File: src/rtl/uart_pkg.sv
// Shared UART definitions: FSM state encoding and default baud divisor.
// Defining UART_TX_PARITY_EN adds the PARITY state to the encoding.
package uart_pkg;

  localparam int CLKS_PER_BIT_DEF = 434;

`ifdef UART_TX_PARITY_EN
  typedef enum logic [2:0] {
    ST_IDLE,
    ST_START,
    ST_DATA,
    ST_PARITY,
    ST_STOP,
    ST_CLEANUP
  } tx_state_t;
`else
  typedef enum logic [2:0] {
    ST_IDLE,
    ST_START,
    ST_DATA,
    ST_STOP,
    ST_CLEANUP
  } tx_state_t;
`endif

endpackage

File: src/rtl/uart_tx_core.sv
// UART 8N1 transmitter; line goes low one cycle after the request edge, Done pulses as the frame ends.
// Requests outside IDLE are dropped. UART_TX_PARITY_EN inserts an even-parity bit before stop.
module uart_tx_core
  import uart_pkg::*;
#(
  parameter int CLKS_PER_BIT = CLKS_PER_BIT_DEF
) (
  input  logic       i_Clock,
  input  logic       i_Rst_n,
  input  logic       i_Tx_DV,
  input  logic [7:0] i_Tx_Byte,
  output logic       o_Tx_Active,
  output logic       o_Tx_Serial,
  output logic       o_Tx_Done
);

  localparam int CW = $clog2(CLKS_PER_BIT);
  localparam logic [CW-1:0] CNT_LAST = CW'(CLKS_PER_BIT - 1);

  tx_state_t     state, state_nxt;
  logic [CW-1:0] cnt, cnt_nxt;
  logic [2:0]    bit_idx, idx_nxt;
  logic [7:0]    tx_data, data_nxt;
  logic          serial_nxt, active_nxt, done_nxt;
  logic          cnt_end;

  assign cnt_end = (cnt == CNT_LAST);

  // Outputs are registered from the current state, so the line trails the FSM by
  // one cycle; this gives the one-cycle request latency and a one-cycle Done pulse.
  always_comb begin
    state_nxt  = state;
    cnt_nxt    = cnt;
    idx_nxt    = bit_idx;
    data_nxt   = tx_data;
    serial_nxt = 1'b1;
    active_nxt = 1'b0;
    done_nxt   = 1'b0;
    case (state)
      ST_IDLE: begin
        cnt_nxt = '0;
        idx_nxt = '0;
        if (i_Tx_DV) begin
          data_nxt  = i_Tx_Byte;
          state_nxt = ST_START;
        end
      end
      ST_START: begin
        serial_nxt = 1'b0;
        active_nxt = 1'b1;
        cnt_nxt    = cnt_end ? '0 : cnt + 1'b1;
        if (cnt_end) state_nxt = ST_DATA;
      end
      ST_DATA: begin
        serial_nxt = tx_data[bit_idx];
        active_nxt = 1'b1;
        cnt_nxt    = cnt_end ? '0 : cnt + 1'b1;
        if (cnt_end) begin
          idx_nxt = bit_idx + 3'd1;
          if (bit_idx == 3'd7) begin
`ifdef UART_TX_PARITY_EN
            state_nxt = ST_PARITY;
`else
            state_nxt = ST_STOP;
`endif
          end
        end
      end
`ifdef UART_TX_PARITY_EN
      ST_PARITY: begin
        serial_nxt = ^tx_data;
        active_nxt = 1'b1;
        cnt_nxt    = cnt_end ? '0 : cnt + 1'b1;
        if (cnt_end) state_nxt = ST_STOP;
      end
`endif
      ST_STOP: begin
        active_nxt = 1'b1;
        cnt_nxt    = cnt_end ? '0 : cnt + 1'b1;
        if (cnt_end) state_nxt = ST_CLEANUP;
      end
      ST_CLEANUP: begin
        done_nxt  = 1'b1;
        state_nxt = ST_IDLE;
      end
      default: state_nxt = ST_IDLE;
    endcase
  end

  always_ff @(posedge i_Clock or negedge i_Rst_n) begin
    if (!i_Rst_n) begin
      state       <= ST_IDLE;
      cnt         <= '0;
      bit_idx     <= '0;
      tx_data     <= '0;
      o_Tx_Serial <= 1'b1;
      o_Tx_Active <= 1'b0;
      o_Tx_Done   <= 1'b0;
    end else begin
      state       <= state_nxt;
      cnt         <= cnt_nxt;
      bit_idx     <= idx_nxt;
      tx_data     <= data_nxt;
      o_Tx_Serial <= serial_nxt;
      o_Tx_Active <= active_nxt;
      o_Tx_Done   <= done_nxt;
    end
  end

endmodule

File: config.mk
export PLATFORM = sky130hd
export DESIGN_NAME = uart_tx_core
export DESIGN_NICKNAME = d
export VERILOG_FILES = /design/src/rtl/uart_pkg.sv /design/src/rtl/uart_tx_core.sv
export SDC_FILE = /design/constraint.sdc
export NUM_CORES = 1
export LEC_CHECK = 0
export BUFFER_PORTS_ARGS = -buffer_cell sky130_fd_sc_hd__buf_4
export CAP_MARGIN = 10
export CORE_MARGIN = 5
export CORE_UTILIZATION = 51
export CTS_CLUSTER_SIZE = 14
export DETAILED_ROUTE_END_ITERATION = 8
export PLACE_DENSITY = 0.81
export SYNTH_ARGS = -nofsm -noshare
export SYNTH_HDL_FRONTEND = slang
export SYNTH_SLANG_ARGS = --single-unit
File: constraint.sdc
create_clock -name i_Clock -period 1.6 [get_ports i_Clock]
set_clock_uncertainty 0.1 [all_clocks]
set_input_delay 0.08 -clock i_Clock [delete_from_list [all_inputs] [get_ports i_Clock]]
set_output_delay 0.08 -clock i_Clock [all_outputs]
set_load 0.01 [all_outputs]
==> qor.csv, run 1 <==
stage;metric;value;unit
pwr;cellLeakagePower;0.8616;nW
logic_synthesis;syn_nets;130;
global_route;grt_max_degree;27;
detailed_routing;drt_iter0_drc;60;
critical_path;critPathCaptureType;flop;
logic_synthesis;synth_ff_type;dfrtp_1;
job;maxCapViolCount;0;
logic_synthesis;yosysSeqAreaShare;48.11;%
final_layout;design_area;0.001807;mm2
placement;hpwl;2.046;mm
hold_path;min_path_type;in -> reg;
critical_path;r2r-start;cnt[1]$_DFFE_PN0P_;
logic_synthesis;ys_ff_latch;26;
detailed_routing;ant_nets;0;
floorplan;die_y;61.55;um
logic_synthesis;ys_top_cells_by_count;dfrtp_1 (25), nor2_1 (11), mux2_2 (8), a22o_1 (6);
critical_path;crit_path_start_kind;flop;
logic_synthesis;ys_async_sr_fraction;100.0;%
global_route;grtUsageTotal;17.75;%
placement;io_buffers;13;
cts;cts_buffers;3;
timing;rsz0062_at_grt;yes;
critical_path;arrival;1.79;ns
logic_synthesis;synth_area_leaders;dfrtp_1 (46%), mux2_2 (6.6%), a22o_1 (3.9%);
critical_path;cp.required;1.72;ns
timing;relSlewSlack;78.15;%
hold_path;min_from;i_Tx_DV;
detailed_routing;viasPerCell;5.571;
logic_synthesis;synth.avg_cell_area;11.78;um2
cts;cts_tree;yes;
status;status;finished, violations left;
floorplan;start_util;54.20;%
logic_synthesis;yosysMostFrequentCell;dfrtp_1;
pwr;total_power;2.110;mW
critical_path;startpoint;cnt[1]$_DFFE_PN0P_;
detailed_routing;routed-via-count;1053;
placement;dp_slack;-0.05181;ns
global_route;grt_util_met3;2.516;%
critical_path;cp_max_fo;4;
timing;fmax;0.5978;GHz
global_route;antenna_found_initial;0;
floorplan;dieWidth;61.55;um
cts;insertion_delay;0.32;ns
logic_synthesis;synth_edf_count;0;
detailed_routing;routedWlPerCell;16.07;um
timing;period_share;104.5;%
logic_synthesis;syn-cell-area;0.001355;mm2
logic_synthesis;yosysUniqueCellTypes;34;
logic_synthesis;synth_top_area_share;46.17;%
placement;gp_congestion;0.7747;
global_route;grt_use_met1;21.78;%
detailed_routing;dr.pass1.iters;4;
floorplan;core;0.002500;mm2
global_route;met2_usage;31.69;%
timing;drv_slew;0;
detailed_routing;wl;3.037;mm
global_route;first_global_vias;1075;
cts;root_buffer;clkbuf_4;
final_layout;area_delta_synth_final;33.33;%
global_route;grt_first_pass_wirelength;4.912;mm
floorplan;dieArea;0.003788;mm2
hold_path;hold_depth;4;
global_route;overflow;0;
global_route;grt-busiest-layer;met2;
timing;tightest_slew;0.3278;ns
placement;placed_cell_area;0.001604;mm2
final_layout;fin_util;72.27;%
final_layout;final_cells;189;
timing;period_minus_slack;1.673;ns
logic_synthesis;synthCells;115;
pwr;ir_drop;0.0008752;V
final_layout;drive_gt1_share;44.03;%
timing;setup_viol;5;
final_layout;nNetsFinal;175;
cts;clk_path_buf_depth;2;
final_layout;antenna_cells;0;
critical_path;reg2reg_depth;6;
detailed_routing;drc;0;
cts;cts_sinks;26;
logic_synthesis;synth_warnings;0;
pwr;cellPowerDensity;1168;mW/mm2
placement;numPlacedInstances;172;
timing;hold_viol_final;0;
cts;clk_pin_slew;0.14;ns
status;violations;negative setup slack;
logic_synthesis;synth_top_area_cell;dfrtp_1;
floorplan;pin_count;14;
critical_path;critPathKind;reg -> reg;
floorplan;fp-row-count;18;
timing;finalWorstSetupSlack;-0.07278;ns
cts;htree_levels;1;
-- through the flow --
| stage | TNS (ns) | hold WS, ns |
|---|---|---|
| 6_report | -0.2791 | 0.06246 |
| 5_1_grt | -0.5813 | 0.07116 |
| 4_1_cts | -0.1660 | 0.06004 |
| 3_5_place_dp | -0.1900 | -0.08959 |
| 3_3_place_gp | -0.001798 | -0.1003 |
| 2_1_floorplan | -0.04191 | -0.3156 |
-- layout by cell type, fill, tap and decap left out, drive strengths merged --
master | Yosys | routed
a21oi | 5 | 5
a21o | 2 | 2
a31oi | 3 | 3
nor3 | 1 | 1
ha | 4 | 4
o21ba | 1 | 1
mux2i | 3 | 3
dlygate4sd3 | 0 | 9
and3 | 3 | 3
a21boi | 1 | 1
o21ai | 5 | 5
o22ai | 1 | 1
buf | 2 | 36
mux4 | 2 | 2
dfrtp | 25 | 25
nor4b | 1 | 1
inv | 5 | 5
and4bb | 1 | 1
mux2 | 11 | 11
nand4 | 1 | 1
a22o | 6 | 6
and4b | 1 | 1
nor3b | 3 | 3
nand2b | 2 | 2
nor2 | 11 | 11
or2 | 1 | 1
dfstp | 1 | 1
nand2 | 4 | 4
xor2 | 1 | 1
clkbuf | 3 | 4
nand3 | 5 | 5
-- cell families after synthesis --
logic type	Yosys count	synth area share, %
fa+ha+maj	4	3.694
compound gates	24	12.65
xor+xnor	1	0.6465
simple gates	34	15.60
mux	16	14.68
flops	26	48.11
buf+inv	10	4.617
-- worst max-delay path, stage by stage (launching register included) --
cell and delay (ns):
dfrtp_1 0.42, inv_2 0.09, ha_4 0.12, and4b_4 0.28, nand2_4 0.08, mux2_4 0.30, a22o_1 0.18
-- state kept, by name, summed over array words and instances (netlist names) --
register     cells
cnt              9
state            3
o_Tx_Serial      1
tx_data          8
o_Tx_Active      1
bit_idx          3
o_Tx_Done        1
-- layer usage --
layer  routed length (um)  part of all wire (%)  vias to the layer above
met5                    0                     0                        -
met4                   46                   1.5                        0
met3                  103                   3.4                        4
met2                 1636                    54                       19
li1                     -                     -                      504
met1                 1249                    41                      526
-- path summary, 6_finish.rpt --
check / to / slack (ns)
worst max-delay path: bit_idx[2]$_DFFE_PN0P_ / -0.07
worst min-delay path: state[0]$_DFFE_PN0P_ / 0.06
worst max register to register: bit_idx[2]$_DFFE_PN0P_ / -0.07
worst min register to register: tx_data[4]$_DFFE_PN0P_ / 0.42
max in group asynchronous: o_Tx_Serial$_DFF_PN1_ / 1.02
min in group asynchronous: o_Tx_Active$_DFF_PN0_ / 0.08
-- report_power, final --
part	switching (mW)	total (mW)	internal, mW	leakage, nW
Combinational	0.383	0.895	0.512	0.510
Clock	0.192	0.290	0.0975	0.0150
Sequential	0.107	0.925	0.818	0.337
-- area by class of cell --
| type | count | area, um2 |
|---|---|---|
| tap | 30 | 37.54 |
| clock buffer | 4 | 26.28 |
| multi-input combinational | 79 | 699.4 |
| inverter | 5 | 18.77 |
| sequential | 26 | 651.9 |
| timing repair buffer | 45 | 372.9 |
| fill | 158 | 693.2 |
-- timing repair --
| action | in CTS | in global routing |
|---|---|---|
| endpoints found under the hold margin | 34 | 0 |
| pin swaps | 2 | 3 |
| gates resized for setup | 0 | 15 |
| setup buffers | 3 | 1 |
| hold buffers | 9 | 0 |
| endpoints found under the setup margin | 5 | 14 |
No activity file was read; power rests on OpenSTA's default activity.
==> run 2, diff against run 1 <==
CELL_PAD_IN_SITES_DETAIL_PLACEMENT = 0   (was default)
CELL_PAD_IN_SITES_GLOBAL_PLACEMENT = 2   (was default)
CORE_UTILIZATION = 35   (was 51)
PLACE_DENSITY = 0.82   (was 0.81)
==> run 2 against run 1 <==
- sequential share of layout area down 0.88 points
- largest cell class unchanged
- the flow still finishes with violations (negative setup slack)
- highest routed layer unchanged
- register-to-register slack better by 0.04 ns
- final cell count up 11%
==> qor.csv, run 2 (same netlist as run 1, synthesis figures left out) <==
stage;metric;value;unit
critical_path;cp.required;1.67;ns
detailed_routing;drt_iter0_drc;39;
placement;dp_slack;-0.05250;ns
global_route;first_global_vias;1048;
timing;period_minus_slack;1.633;ns
critical_path;crit_path_start_kind;flop;
detailed_routing;routed.top_layer;met4;
hold_path;min_from;i_Tx_DV;
pwr;total_power;2.342;mW
final_layout;nNetsFinal;177;
cts;cts_sinks;26;
critical_path;startpoint;cnt[1]$_DFFE_PN0P_;
timing;fmax;0.6123;GHz
detailed_routing;wl_met2;1.386;mm
timing;finalWorstSetupSlack;-0.03330;ns
final_layout;top_register;cnt;
detailed_routing;dr.pass1.iters;4;
timing;setup_viol;5;
detailed_routing;drc;0;
timing;rsz0062_at_grt;yes;
final_layout;final_cell_mix;buf_4 (37), dfrtp_1 (25), nor2_1 (11);
cts;cts_buffers;3;
detailed_routing;met1_length;1.331;mm
final_layout;fin_util;49.83;%
global_route;grtUsageTotal;12.43;%
timing;tightest_slew;0.3369;ns
cts;root_buffer;clkbuf_8;
timing;hold_viol_final;0;
detailed_routing;routed-via-count;1020;
critical_path;critPathKind;reg -> reg;
pwr;cellPowerDensity;1265;mW/mm2
final_layout;fill_cells;338;
floorplan;pin_count;14;
job;maxCapViolCount;0;
cts;insertion_delay;0.27;ns
global_route;grt_max_degree;27;
floorplan;dieWidth;72.22;um
cts;clk_path_buf_depth;2;
detailed_routing;wl;2.837;mm
placement;gp_congestion;0.7917;
final_layout;top_regs;cnt: 9 flops, tx_data: 8 flops;
timing;drv_slew;0;
floorplan;die_y;72.22;um
placement;placed_cell_area;0.001619;mm2
timing;period_share;102.1;%
final_layout;largest_reg_flops;9;
floorplan;fp-row-count;22;
critical_path;r2r-start;cnt[1]$_DFFE_PN0P_;
final_layout;layout_commonest_cell;buf_4;
floorplan;core;0.003716;mm2
status;status;finished, violations left;
global_route;overflow;0;
floorplan;start_util;36.46;%
critical_path;arrival;1.70;ns
timing;relSlewSlack;77.54;%
cts;clk_pin_slew;0.09;ns
detailed_routing;routedWlPerCell;13.57;um
detailed_routing;wl_met3;61;um
global_route;antenna_found_initial;0;
critical_path;cp_max_fo;4;
detailed_routing;ant_nets;0;
timing;holdWs;0.1197;ns
final_layout;multi_input_area;661.9;um2
pwr;ir_drop;0.0006644;V
cts;htree_levels;1;
final_layout;area_delta_synth_final;36.66;%
cts;cts_tree;yes;
placement;io_buffers;13;
placement;hpwl;1.906;mm
status;violations;negative setup slack;
floorplan;dieArea;0.005216;mm2
pwr;cellLeakagePower;0.8857;nW
detailed_routing;viasPerCell;4.880;
final_layout;drive_gt1_share;42.24;%
final_layout;antenna_cells;0;
global_route;grt_first_pass_wirelength;4.988;mm
final_layout;design_area;0.001852;mm2
final_layout;seq_area;651.9;um2
critical_path;critPathCaptureType;flop;
hold_path;min_path_type;in -> reg;
-- run 2: layout make-up --
cell class	count	share of cell area (%)
multi-input combinational	79	35.74
sequential	26	35.20
timing repair buffer	47	20.95
tap	48	3.243
clock buffer	3	2.230
clock inverter	1	1.622
inverter	5	1.014
-- run 2: power by group --
part | internal [mW] | total [mW] | switching (mW)
Clock | 0.335 | 0.547 | 0.212
Combinational | 0.533 | 0.888 | 0.355
Sequential | 0.818 | 0.907 | 0.0883
Total | 1.69 | 2.34 | 0.655
-- run 2: final timing paths --
check                                               to  slack (ns)  cells past startpoint
worst min register to register  tx_data[5]$_DFFE_PN0P_        0.41                      1
worst max-delay path            bit_idx[2]$_DFFE_PN0P_       -0.03                      6
worst min-delay path              state[0]$_DFFE_PN0P_        0.12                      4
worst max register to register  bit_idx[2]$_DFFE_PN0P_       -0.03                      6
min in group asynchronous       bit_idx[1]$_DFFE_PN0P_        0.16                      2
max in group asynchronous        o_Tx_Serial$_DFF_PN1_        0.94                      2
-- run 2: through the flow --
stage,setup TNS [ns],instances
5_1_grt,-0.4268,209
2_1_floorplan,-0.04191,115
3_3_place_gp,-0.02097,189
6_report,-0.09917,209
3_5_place_dp,-0.1676,189
4_1_cts,-0.1789,208
-- run 2: repair_timing --
item | 4_1_cts | 5_1_grt
hold endpoints to repair | 34 | 0
endpoints found under the setup margin | 5 | 10
resized for setup | 2 | 4
pin swaps | 1 | 1
hold buffers | 9 | 0
buffers inserted | 6 | 2
-- run 2: critical path: stages, from the launching register on --
cell,delay [ns]
dfrtp_1,0.40
inv_2,0.06
ha_1,0.13
and4b_4,0.27
nand2_4,0.08
mux2_4,0.30
a22o_1,0.18
-- run 2: per-layer routing --
metal	vias up	global-route usage [%]
met3	4	1.385
li1	512	-
met4	0	5.637
met5	-	0
met1	490	15.41
met2	14	21.54
==> run 3, diff against run 2 <==
CELL_PAD_IN_SITES_DETAIL_PLACEMENT = default   (was 0)
CELL_PAD_IN_SITES_GLOBAL_PLACEMENT = default   (was 2)
CORE_MARGIN = default   (was 5)
CORE_UTILIZATION = 51   (was 35)
GPL_TIMING_DRIVEN = 1   (was default)
PLACE_DENSITY = 0.81   (was 0.82)
==> run 3 against run 2 <==
- the run still ends with negative setup slack left
- cell area shrank 4.7%
- power shrank 9.6%
- largest power group unchanged
- fmax shrank 1.5%
- via count is 3.9% higher
- critical path depth stayed put
- combinational power shrank 6.3%
- global-route usage increased by 12 points
- non-clock buffer count down 8
- critical path type unchanged
- sequential power grew 3.0%
==> qor.csv, run 3 (same netlist as run 1, synthesis figures left out) <==
stage;metric;value;unit
final_layout;final_cells;183;
floorplan;core;0.002500;mm2
critical_path;cp-endpoint;bit_idx[0]$_DFFE_PN0P_;
detailed_routing;wl;3.114;mm
placement;numPlacedInstances;169;
detailed_routing;routed-via-count;1060;
critical_path;crit_path_start_kind;flop;
global_route;grt_max_degree;27;
final_layout;area_delta_synth_final;30.19;%
timing;period_share;103.6;%
placement;io_buffers;13;
global_route;antenna_found_initial;0;
detailed_routing;routedWlPerCell;17.02;um
floorplan;pin_count;14;
job;maxCapViolCount;0;
final_layout;nNetsFinal;169;
timing;period_minus_slack;1.658;ns
critical_path;critPathCaptureType;flop;
placement;hpwl;1.926;mm
pwr;total_power;2.117;mW
detailed_routing;ant_nets;0;
critical_path;arrival;1.80;ns
critical_path;cp.required;1.75;ns
final_layout;fill_cells;168;
final_layout;top_register;cnt;
timing;drv_slew;0;
cts;htree_levels;1;
critical_path;reg2reg_depth;6;
detailed_routing;drc;0;
final_layout;antenna_cells;0;
cts;root_buffer;clkbuf_4;
timing;setup_viol;5;
critical_path;critPathKind;reg -> reg;
cts;clk_pin_slew;0.15;ns
final_layout;drive_gt1_share;42.48;%
cts;clk_path_buf_depth;2;
final_layout;largest_reg_flops;9;
timing;setup_tns;-0.2256;ns
floorplan;fp-row-count;18;
timing;rsz0062_at_grt;yes;
detailed_routing;dr.pass1.iters;4;
timing;tightest_slew;0.3425;ns
pwr;ir_drop;0.001212;V
status;status;finished, violations left;
placement;gp_congestion;0.8309;
global_route;grtUsageTotal;24.11;%
global_route;grt_first_pass_wirelength;4.678;mm
final_layout;fin_util;70.57;%
timing;holdWs;0.02825;ns
critical_path;startpoint;cnt[1]$_DFFE_PN0P_;
floorplan;dieArea;0.002867;mm2
timing;hold_viol_final;0;
cts;cts_tree;yes;
cts;insertion_delay;0.34;ns
critical_path;rr_endpoint;bit_idx[0]$_DFFE_PN0P_;
timing;relSlewSlack;77.17;%
final_layout;final_cell_mix;buf_4 (27), dfrtp_1 (23), nor2_1 (10);
cts;cts_sinks;26;
detailed_routing;viasPerCell;5.792;
global_route;first_global_vias;1022;
final_layout;layout_commonest_cell;buf_4;
critical_path;r2r_slack;-0.06;ns
timing;fmax;0.6030;GHz
floorplan;dieWidth;53.55;um
pwr;cellPowerDensity;1200;mW/mm2
timing;finalWorstSetupSlack;-0.05834;ns
status;violations;negative setup slack;
global_route;overflow;0;
critical_path;cp_max_fo;4;
pwr;cellLeakagePower;0.8363;nW
final_layout;top_regs;cnt: 9 flops, tx_data: 8 flops;
floorplan;die_y;53.55;um
cts;cts_buffers;3;
hold_path;min_path_type;in -> reg;
critical_path;r2r-start;cnt[1]$_DFFE_PN0P_;
floorplan;start_util;54.20;%
detailed_routing;drt_iter0_drc;27;
==> run 3: changes by cell type in the layout (fill, tap and decap cells not counted), sizes merged <==
cell / change
buf: -8
bufinv: -1
clkbuf: +1
==> run 3: how the worst min path moves through the flow <==
stage	start	end	slack, ns	cells past startpoint
after detailed placement	i_Rst_n	state[0]$_DFFE_PN0P_	-0.09	1
after global routing	i_Tx_DV	state[0]$_DFFE_PN0P_	0.09	4
final	i_Tx_DV	state[0]$_DFFE_PN0P_	0.03	4
after CTS	i_Tx_DV	state[0]$_DFFE_PN0P_	0.04	4
after floorplan	i_Rst_n	bit_idx[0]$_DFFE_PN0P_	-0.32	0
after global placement	i_Rst_n	bit_idx[2]$_DFFE_PN0P_	-0.10	1
==> run 3: worst max-delay path: stages, from the launching register on <==
cell and delay (ns):
dfrtp_1 0.42, inv_2 0.08, ha_4 0.12, and4b_4 0.27, nand2_4 0.08, mux2_4 0.30, a22o_1 0.18
==> run 3: final cells by class <==
class | instances | area, um2 | area share (%)
well taps | 30 | 37.54 | 2.128
repair buffers | 39 | 335.3 | 19.01
multi-input cells | 79 | 681.9 | 38.65
clock buffers | 4 | 36.28 | 2.057
inverters | 5 | 18.77 | 1.064
flip-flops and latches | 26 | 654.4 | 37.09
==> run 3: what timing repair did <==
action | in CTS | in global routing
endpoints found under the setup margin | 11 | 15
gates cloned | 0 | 0
buffers inserted | 1 | 0
hold endpoints to repair | 34 | 0
pin swaps | 2 | 0
gates resized for setup | 1 | 15
hold buffers | 9 | 0
==> run 3: layer usage <==
layer | vias to the layer above | GRT usage [%] | part of all wire (%)
met2 | 33 | 38.54 | 51
met1 | 524 | 30.56 | 42
li1 | 493 | - | -
met3 | 10 | 5.650 | 4.3
met5 | - | 0 | 0
met4 | 0 | 11.84 | 2.9
==> run 3: per-stage QoR <==
| step | setup WS, ns | area (um2) |
|---|---|---|
| after floorplan | -0.01477 | 1358 |
| after global placement | -0.0006325 | 1569 |
| after detailed placement | -0.1106 | 1569 |
| after CTS | -0.04761 | 1715 |
| after global routing | -0.09960 | 1764 |
| final | -0.05834 | 1764 |
==> run 3: power breakdown <==
group,internal [mW],switching (mW),total [mW]
sequential,0.823,0.111,0.934
combinational,0.471,0.361,0.832
clock,0.140,0.212,0.351
